--- config.mk ---
export PLATFORM = sky130hd
export DESIGN_NAME = stream_serializer
export DESIGN_NICKNAME = d
export VERILOG_FILES = /design/src/rtl/stream_serializer.sv
export SDC_FILE = /design/constraint.sdc
export NUM_CORES = 1
export LEC_CHECK = 0
export ABC_CLOCK_PERIOD_IN_PS = 2400
export BUFFER_PORTS_ARGS = -buffer_cell sky130_fd_sc_hd__buf_2
export CAP_MARGIN = 20
export CORE_MARGIN = 5
export CORE_UTILIZATION = 53
export CTS_CLUSTER_SIZE = 25
export DETAILED_ROUTE_END_ITERATION = 10
export PLACE_DENSITY = 0.87
export SETUP_SLACK_MARGIN = 0.4
export SLEW_MARGIN = 40
export SYNTH_ARGS = -nofsm -noshare
export SYNTH_HDL_FRONTEND = slang
export SYNTH_SLANG_ARGS = --single-unit
--- constraint.sdc ---
create_clock -name clock -period 2.4 [get_ports clock]
set_input_delay 0.12 -clock clock [delete_from_list [all_inputs] [get_ports clock]]
set_output_delay 0.12 -clock clock [all_outputs]
set_load 0.03 [all_outputs]
--- src/rtl/stream_serializer.sv ---
// Word-to-serial transmitter: shifts each accepted WIDTH-bit word out LSB-first,
// then appends an even-parity bit flagged with ser_last.
module stream_serializer #(
  parameter int WIDTH = 8
) (
  input  logic             clock,
  input  logic             reset,
  input  logic [WIDTH-1:0] in_data,
  input  logic             in_valid,
  output logic             in_ready,
  output logic             ser_o,
  output logic             ser_valid,
  output logic             ser_last,
  input  logic             ser_stall
);

  localparam int CW = $clog2(WIDTH);
  localparam logic [CW-1:0] LAST_BIT = CW'(WIDTH - 1);

  typedef enum logic [1:0] {
    IDLE   = 2'd0,
    DATA   = 2'd1,
    PARITY = 2'd2
  } state_t;

  state_t           state_q, state_d;
  logic [WIDTH-1:0] shift_q, shift_d;
  logic [CW-1:0]    count_q, count_d;
  logic             par_q, par_d;
  logic             accept;

  // Handshake: a word moves when in_valid and in_ready are both high at the
  // rising edge. in_ready depends only on state, ser_stall and reset, never on
  // in_valid; a stalled parity bit withholds in_ready so frames never overlap.
  assign in_ready = reset & ((state_q == IDLE) | ((state_q == PARITY) & ~ser_stall));
  assign accept   = in_valid & in_ready;

  always_ff @(posedge clock or negedge reset) begin
    if (!reset) begin
      state_q <= IDLE;
      shift_q <= '0;
      count_q <= '0;
      par_q   <= 1'b0;
    end else begin
      state_q <= state_d;
      shift_q <= shift_d;
      count_q <= count_d;
      par_q   <= par_d;
    end
  end

  always_comb begin
    state_d = state_q;
    shift_d = shift_q;
    count_d = count_q;
    par_d   = par_q;
    case (state_q)
      IDLE: begin
        if (accept) begin
          shift_d = in_data;
          count_d = '0;
          par_d   = 1'b0;
          state_d = DATA;
        end
      end
      DATA: begin
        if (!ser_stall) begin
          par_d   = par_q ^ shift_q[0];
          shift_d = shift_q >> 1;
          count_d = count_q + 1'b1;
          if (count_q == LAST_BIT) state_d = PARITY;
        end
      end
      PARITY: begin
        if (!ser_stall) begin
          if (accept) begin
            shift_d = in_data;
            count_d = '0;
            par_d   = 1'b0;
            state_d = DATA;
          end else begin
            state_d = IDLE;
          end
        end
      end
      default: state_d = IDLE;
    endcase
  end

  // Serial outputs decode from registers only, so input glitches never reach them.
  always_comb begin
    ser_o     = 1'b0;
    ser_valid = 1'b0;
    ser_last  = 1'b0;
    case (state_q)
      DATA: begin
        ser_o     = shift_q[0];
        ser_valid = 1'b1;
      end
      PARITY: begin
        ser_o     = par_q;
        ser_valid = 1'b1;
        ser_last  = 1'b1;
      end
      default: ;
    endcase
  end

endmodule

==> impl_metrics.py, run 1 <==
metrics = {
    "clock_tree": {
        "clk_root_buffer_cell": "clkbuf_4",
        "cts.sink_count": 14,
        "h-tree-depth": 1,
        "num_cts_buffers": 3,
        "tritoncts": "done",
        "insertion_delay_ns": 0.28,
        "clock_path_buffers": 2,
        "cts.clk_slew.worst_paths_ns": 0.09,
    },
    "cells_and_area": {
        "final_cell_mix": "buf_2 (15), dfrtp_1 (13), mux2_2 (10)",
        "postLayoutCoreUtil_pct": 67.45,
        "layout_commonest_cell": "buf_2",
        "area_growth_syn_to_layout_pct": 18.55,
        "diode_count": 0,
        "final_nets": 115,
        "drive_above_1_share_pct": 48.42,
        "layout.cells.non_filler": 111,
        "design_area_um2": 1040,
    },
    "logic_synthesis": {
        "synth.top_cell.area_share_pct": 39.94,
        "synthDistinctLibCells": 25,
        "synth_enable_flop_cells": 0,
        "postSynthRegisterBits": 14,
        "synth.yosys.seq_area_share_pct": 39.94,
        "synth_ff_type": "dfrtp_1",
        "mappedNetlistArea_um2": 877.1,
        "yosys_warnings": 0,
        "syn_inst": 73,
        "post_synth_main_area_contributors": "dfrtp_1 (40%), mux2_2 (13%), mux2_4 (12%)",
        "syn-mean-instance-area_um2": 12.01,
        "post-synth-top-area-cell": "dfrtp_1",
        "postSynthNetCount": 92,
        "postSynth.asyncResetShare_pct": 100.0,
    },
    "route": {
        "wl_per_cell_um": 14.41,
        "detail-route-antenna-nets": 0,
        "drt_pre_antenna_iters": 4,
        "detail_route.drc_violations": 0,
        "drt_iter0_markers": 3,
        "routed-via-count": 611,
        "vias_per_cell": 5.505,
        "post_route_wl_mm": 1.599,
    },
    "sta": {
        "grt_setup_unrepaired": "no",
        "slew_headroom_pct": 78.61,
        "tightest_slew_ns": 0.3167,
        "fin_setup_tns_ns": 0,
        "worst_clock_skew_ns": 0.008689,
        "clock.fmax_mhz": 523.0,
        "period_needed_ns": 1.912,
        "report.final.slew_viol_count": 0,
        "period_share_pct": 79.66,
        "setup-violations-final": 0,
        "timing_hold_violations_final": 0,
    },
    "worst_setup_path": {
        "critical-path-max-stage-delay_ns": 0.45,
        "r2r_slack_ns": 0.49,
        "crit_chain": "inv_1 > ha_2 > nor2b_2 > a2bb2oi_2 > and3_2 > mux2_4",
        "path_class": "flop to flop",
        "critical_path.endpoint_type": "flop",
        "timing.reg2reg.worst_path_depth": 6,
        "timing.critical_path.depth": 6,
        "critical_path.n_buffers_inverters": 1,
        "critical_path_required_ns": 2.58,
        "worstPathArrival_ns": 2.09,
        "path_max_fanout": 7,
        "slowest_stage": "dfrtp_2",
        "critPathTopFamily": "simple AND/OR/NAND/NOR gates",
        "cp-start-kind": "flop",
    },
    "power_and_ir_drop": {
        "power.density_nw_per_um2": 1179,
        "fin_total_pwr_uw": 1226,
        "cellLeakagePower_uw": 0.0005020,
        "ir_drop_uv": 647.8,
    },
    "placement": {
        "post_dp_cell_area_um2": 969.7,
        "gp_routability_congestion": 0.8101,
        "detailedPlacementHpwl_mm": 1.199,
        "placement.io_buffers": 15,
        "dpl.cell_count": 103,
    },
    "worst_hold_path": {
        "whs_path_depth": 3,
        "hp-class": "input pin to flop",
    },
    "floorplanning": {
        "dieArea_um2": 2568,
        "fp.coreArea_um2": 1541,
        "top_level_ports": 16,
        "core.rowCount": 14,
        "die_width_um": 50.68,
        "start_util_pct": 56.90,
        "die-height_um": 50.68,
    },
    "status": {
        "run_status": "finished clean",
    },
    "run": {
        "drv_cap": 0,
    },
    "global_route": {
        "grtUsageTotal_pct": 14.32,
        "grt_first_pass_wirelength_mm": 2.766,
        "vias_in_the_first_global_route": 594,
        "globalRoute.totalOverflow": 0,
        "grt_antenna_before_repair": 0,
        "grt_max_degree": 16,
    },
}
## logic make-up after synthesis
kind of cell | count (synthesis) | synth area share, %
adder cells (fa/ha/maj) | 7 | 9.985
multiplexers | 19 | 27.10
flip-flops | 14 | 39.94
AND/OR/NAND/NOR | 18 | 11.98
buffers and inverters | 8 | 4.421
AO/OA/AOI/OAI | 7 | 6.561
## worst reg2reg max path: stages, from the launching register on
cell and delay [ns]:
dfrtp_2 0.45, inv_1 0.12, ha_2 0.22, nor2b_2 0.18
a2bb2oi_2 0.19, and3_2 0.32, mux2_4 0.32
## Yosys cell counts, types with 2 or more instances
library cell	number
nand2_1	5
mux2_4	7
ha_1	7
nor2_1	2
nor2b_1	5
dfrtp_1	14
mux2_2	10
mux2i_1	2
inv_1	5
## layout make-up
cell class / instances / area (um^2)
fillers: 124 / 501.7
multi-input cells: 52 / 498.0
flip-flops and latches: 14 / 351.6
repair buffers: 20 / 115.1
clock buffers: 4 / 36.28
well taps: 16 / 20.02
inverters: 5 / 18.77
## report_power, final
part / switching (uW) / internal (uW)
Combinational: 289 / 361
Sequential: 70.7 / 337
Clock: 76.4 / 92.4
## metrics by stage
stage / worst slack (ns) / hold slack [ns]
after CTS: 0.4163 / 0.1773
after detailed placement: 0.4272 / 0.09584
after global routing: 0.4083 / 0.1775
final: 0.4881 / 0.1879
after global placement: 0.5069 / 0.09203
after floorplan: 0.4223 / -0.1756
## routing by layer
layer	part of all wire (%)	global-route usage [%]	vias to the layer above
li1	-	-	300
met1	46	17.50	296
met2	49	22.93	13
met3	4.4	4.438	2
met4	0.81	6.383	0
met5	0	0	-
## final timing paths
path	from	to
max	state_q[0]$_DFFE_PN0P_	shift_q[0]$_DFFE_PN0P_
min	in_data[3]	shift_q[3]$_DFFE_PN0P_
max reg2reg	state_q[0]$_DFFE_PN0P_	shift_q[0]$_DFFE_PN0P_
min reg2reg	shift_q[5]$_DFFE_PN0P_	shift_q[5]$_DFFE_PN0P_
max in group asynchronous	reset	state_q[0]$_DFFE_PN0P_
min in group asynchronous	reset	state_q[0]$_DFFE_PN0P_
## sequential cells by signal, indices dropped and copies added, names as in the netlist
signal	cells
shift_q	8
count_q	3
state_q	2
par_q	1
## timing repair
action,in CTS,in global routing
resized for setup,0,1
endpoints found under the setup margin,0,9
endpoints found under the hold margin,14,0
setup buffers,0,2
hold buffers,1,0
Note: power is estimated with default switching activity, not from simulation.
==> inputs of run 2 (changes only) <==
--- a/config.mk
+++ b/config.mk
@@ -5,14 +5,14 @@
 export SDC_FILE = /design/constraint.sdc
 export NUM_CORES = 1
 export LEC_CHECK = 0
-export ABC_CLOCK_PERIOD_IN_PS = 2400
+export ABC_CLOCK_PERIOD_IN_PS = 1600
 export BUFFER_PORTS_ARGS = -buffer_cell sky130_fd_sc_hd__buf_2
 export CAP_MARGIN = 20
 export CORE_MARGIN = 5
-export CORE_UTILIZATION = 53
+export CORE_UTILIZATION = 48
 export CTS_CLUSTER_SIZE = 25
 export DETAILED_ROUTE_END_ITERATION = 10
-export PLACE_DENSITY = 0.87
+export PLACE_DENSITY = 0.84
 export SETUP_SLACK_MARGIN = 0.4
 export SLEW_MARGIN = 40
 export SYNTH_ARGS = -nofsm -noshare
==> constraint.sdc (replaced) <==
create_clock -name clock -period 1.6 [get_ports clock]
set_input_delay 0.08 -clock clock [delete_from_list [all_inputs] [get_ports clock]]
set_output_delay 0.08 -clock clock [all_outputs]
set_load 0.03 [all_outputs]
==> impl_metrics.py, run 2 (synthesized netlist as in run 1, its figures left out) <==
metrics = {
    "worst_setup_path": {
        "path_class": "flop to flop",
        "critPathTopFamily": "simple AND/OR/NAND/NOR gates",
        "critical_path.n_buffers_inverters": 1,
        "r2r_slack_ns": -0.16,
        "critical_path.endpoint_type": "flop",
        "critical-path-max-stage-delay_ns": 0.40,
        "cp-start-kind": "flop",
        "slowest_stage": "dfrtp_1",
        "path_max_fanout": 6,
        "worstPathArrival_ns": 1.92,
        "critical_path_required_ns": 1.77,
        "crit_chain": "inv_2 > ha_2 > or2_4 > a2bb2oi_4 > and3_4 > mux2_4",
    },
    "sta": {
        "period_share_pct": 109.8,
        "tightest_slew_ns": 0.6700,
        "postLayoutSetupSlackWorst_ns": -0.1568,
        "worst_clock_skew_ns": 0.006073,
        "grt_setup_unrepaired": "yes",
        "clock.fmax_mhz": 569.2,
        "fin_setup_tns_ns": -1.676,
        "period_needed_ns": 1.757,
        "report.final.slew_viol_count": 0,
        "slew_headroom_pct": 55.18,
        "setup-violations-final": 14,
        "timing_hold_violations_final": 0,
        "final.hold.worst_slack_ns": 0.1558,
    },
    "placement": {
        "dpl.cell_count": 121,
        "detailedPlacementHpwl_mm": 1.287,
        "gp_routability_congestion": 0.7944,
        "placement.io_buffers": 15,
        "place_worst_setup_slack_ns": -0.1626,
    },
    "floorplanning": {
        "dieArea_um2": 2782,
        "top_level_ports": 16,
        "start_util_pct": 50.80,
        "die-height_um": 52.75,
        "die_width_um": 52.75,
        "core.rowCount": 15,
        "fp.coreArea_um2": 1727,
    },
    "worst_hold_path": {
        "hp-class": "input pin to flop",
    },
    "status": {
        "violations_in_the_final_reports": "setup timing",
        "run_status": "finished, violations left",
    },
    "clock_tree": {
        "cts.sink_count": 14,
        "clk_root_buffer_cell": "clkbuf_4",
        "num_cts_buffers": 3,
        "cts.clk_slew.worst_paths_ns": 0.09,
        "h-tree-depth": 1,
        "tritoncts": "done",
        "insertion_delay_ns": 0.28,
        "clock_path_buffers": 2,
    },
    "cells_and_area": {
        "layout.cells.non_filler": 136,
        "largest_register": "shift_q",
        "largest_reg_flops": 8,
        "postLayoutCoreUtil_pct": 74.28,
        "final_nets": 131,
        "drive_above_1_share_pct": 65.77,
        "layout_commonest_cell": "buf_4",
        "final_cell_mix": "buf_4 (16), dfrtp_1 (14), buf_2 (12)",
        "area_growth_syn_to_layout_pct": 46.22,
        "reg.largest.list": "shift_q: 8 flops, count_q: 3 flops, state_q: 2 flops",
        "layout.filler_cells": 132,
        "diode_count": 0,
    },
    "route": {
        "wl_per_cell_um": 16.18,
        "vias_per_cell": 5.191,
        "post_route_wl_mm": 2.200,
        "drt_iter0_markers": 4,
        "detail_route.drc_violations": 0,
        "routed-via-count": 706,
        "drt_pre_antenna_iters": 4,
        "detail-route-antenna-nets": 0,
    },
    "power_and_ir_drop": {
        "ir_drop_uv": 1120,
        "power.density_nw_per_um2": 1849,
        "cellLeakagePower_uw": 0.0006096,
    },
    "global_route": {
        "grt_max_degree": 15,
        "vias_in_the_first_global_route": 745,
        "globalRoute.totalOverflow": 0,
        "grt_antenna_before_repair": 0,
        "grt_first_pass_wirelength_mm": 3.594,
        "grtUsageTotal_pct": 18.06,
    },
    "run": {
        "drv_cap": 0,
    },
}
-- run 2: report_power, final --
group          internal [uW]  switching (uW)  total [uW]
clock network            138             119         258
registers                504             106         610
logic                    889             615        1500
total                   1530             841        2370
-- run 2: path summary, 6_finish.rpt --
kind                                        start                      to  cells past startpoint
max                        state_q[0]$_DFFE_PN0P_  shift_q[7]$_DFFE_PN0P_                      6
min                                    in_data[2]  shift_q[2]$_DFFE_PN0P_                      3
max reg2reg                state_q[0]$_DFFE_PN0P_  shift_q[7]$_DFFE_PN0P_                      6
min reg2reg                shift_q[5]$_DFFE_PN0P_  shift_q[5]$_DFFE_PN0P_                      1
max in group asynchronous                   reset  shift_q[6]$_DFFE_PN0P_                      3
min in group asynchronous                   reset  state_q[0]$_DFFE_PN0P_                      3
-- run 2: area by class of cell --
class | count | area (um^2) | share of cell area, %
Multi-Input combinational cell | 52 | 576.8 | 44.98
Clock buffer | 4 | 36.28 | 2.829
Sequential cell | 14 | 350.3 | 27.32
Tap cell | 25 | 31.28 | 2.439
Timing Repair Buffer | 36 | 269.0 | 20.98
Inverter | 5 | 18.77 | 1.463
-- run 2: layer usage --
metal / global-route usage, % / wire length [um]
met1: 22.97 / 901
met2: 30.99 / 1168
met3: 1.994 / 71
met4: 6.809 / 59
met5: 0 / 0
-- run 2: repair_timing --
action / in CTS / in global routing
resized for setup: 16 / 10
endpoints found under the hold margin: 14 / 0
hold buffers: 1 / 0
pin swaps: 4 / 2
endpoints found under the setup margin: 18 / 18
buffers inserted: 5 / 3
gates cloned: 2 / 0
-- run 2: worst register-to-register path, delay by kind of cell (launching register included) --
family	cells	cell delay, ns
AOI/OAI and AO/OA	1	0.18
adders and majority gates	1	0.20
buffers and inverters	1	0.08
and+or+nand+nor	2	0.49
muxes	1	0.30
DFF	1	0.40
-- run 2: per-stage QoR --
stage                     power, uW  cell area, um^2
after detailed placement       1719             1076
after floorplan                1473            923.4
final                          2372             1282
after global routing           2517             1282
after CTS                      2254             1232
after global placement         1668             1076
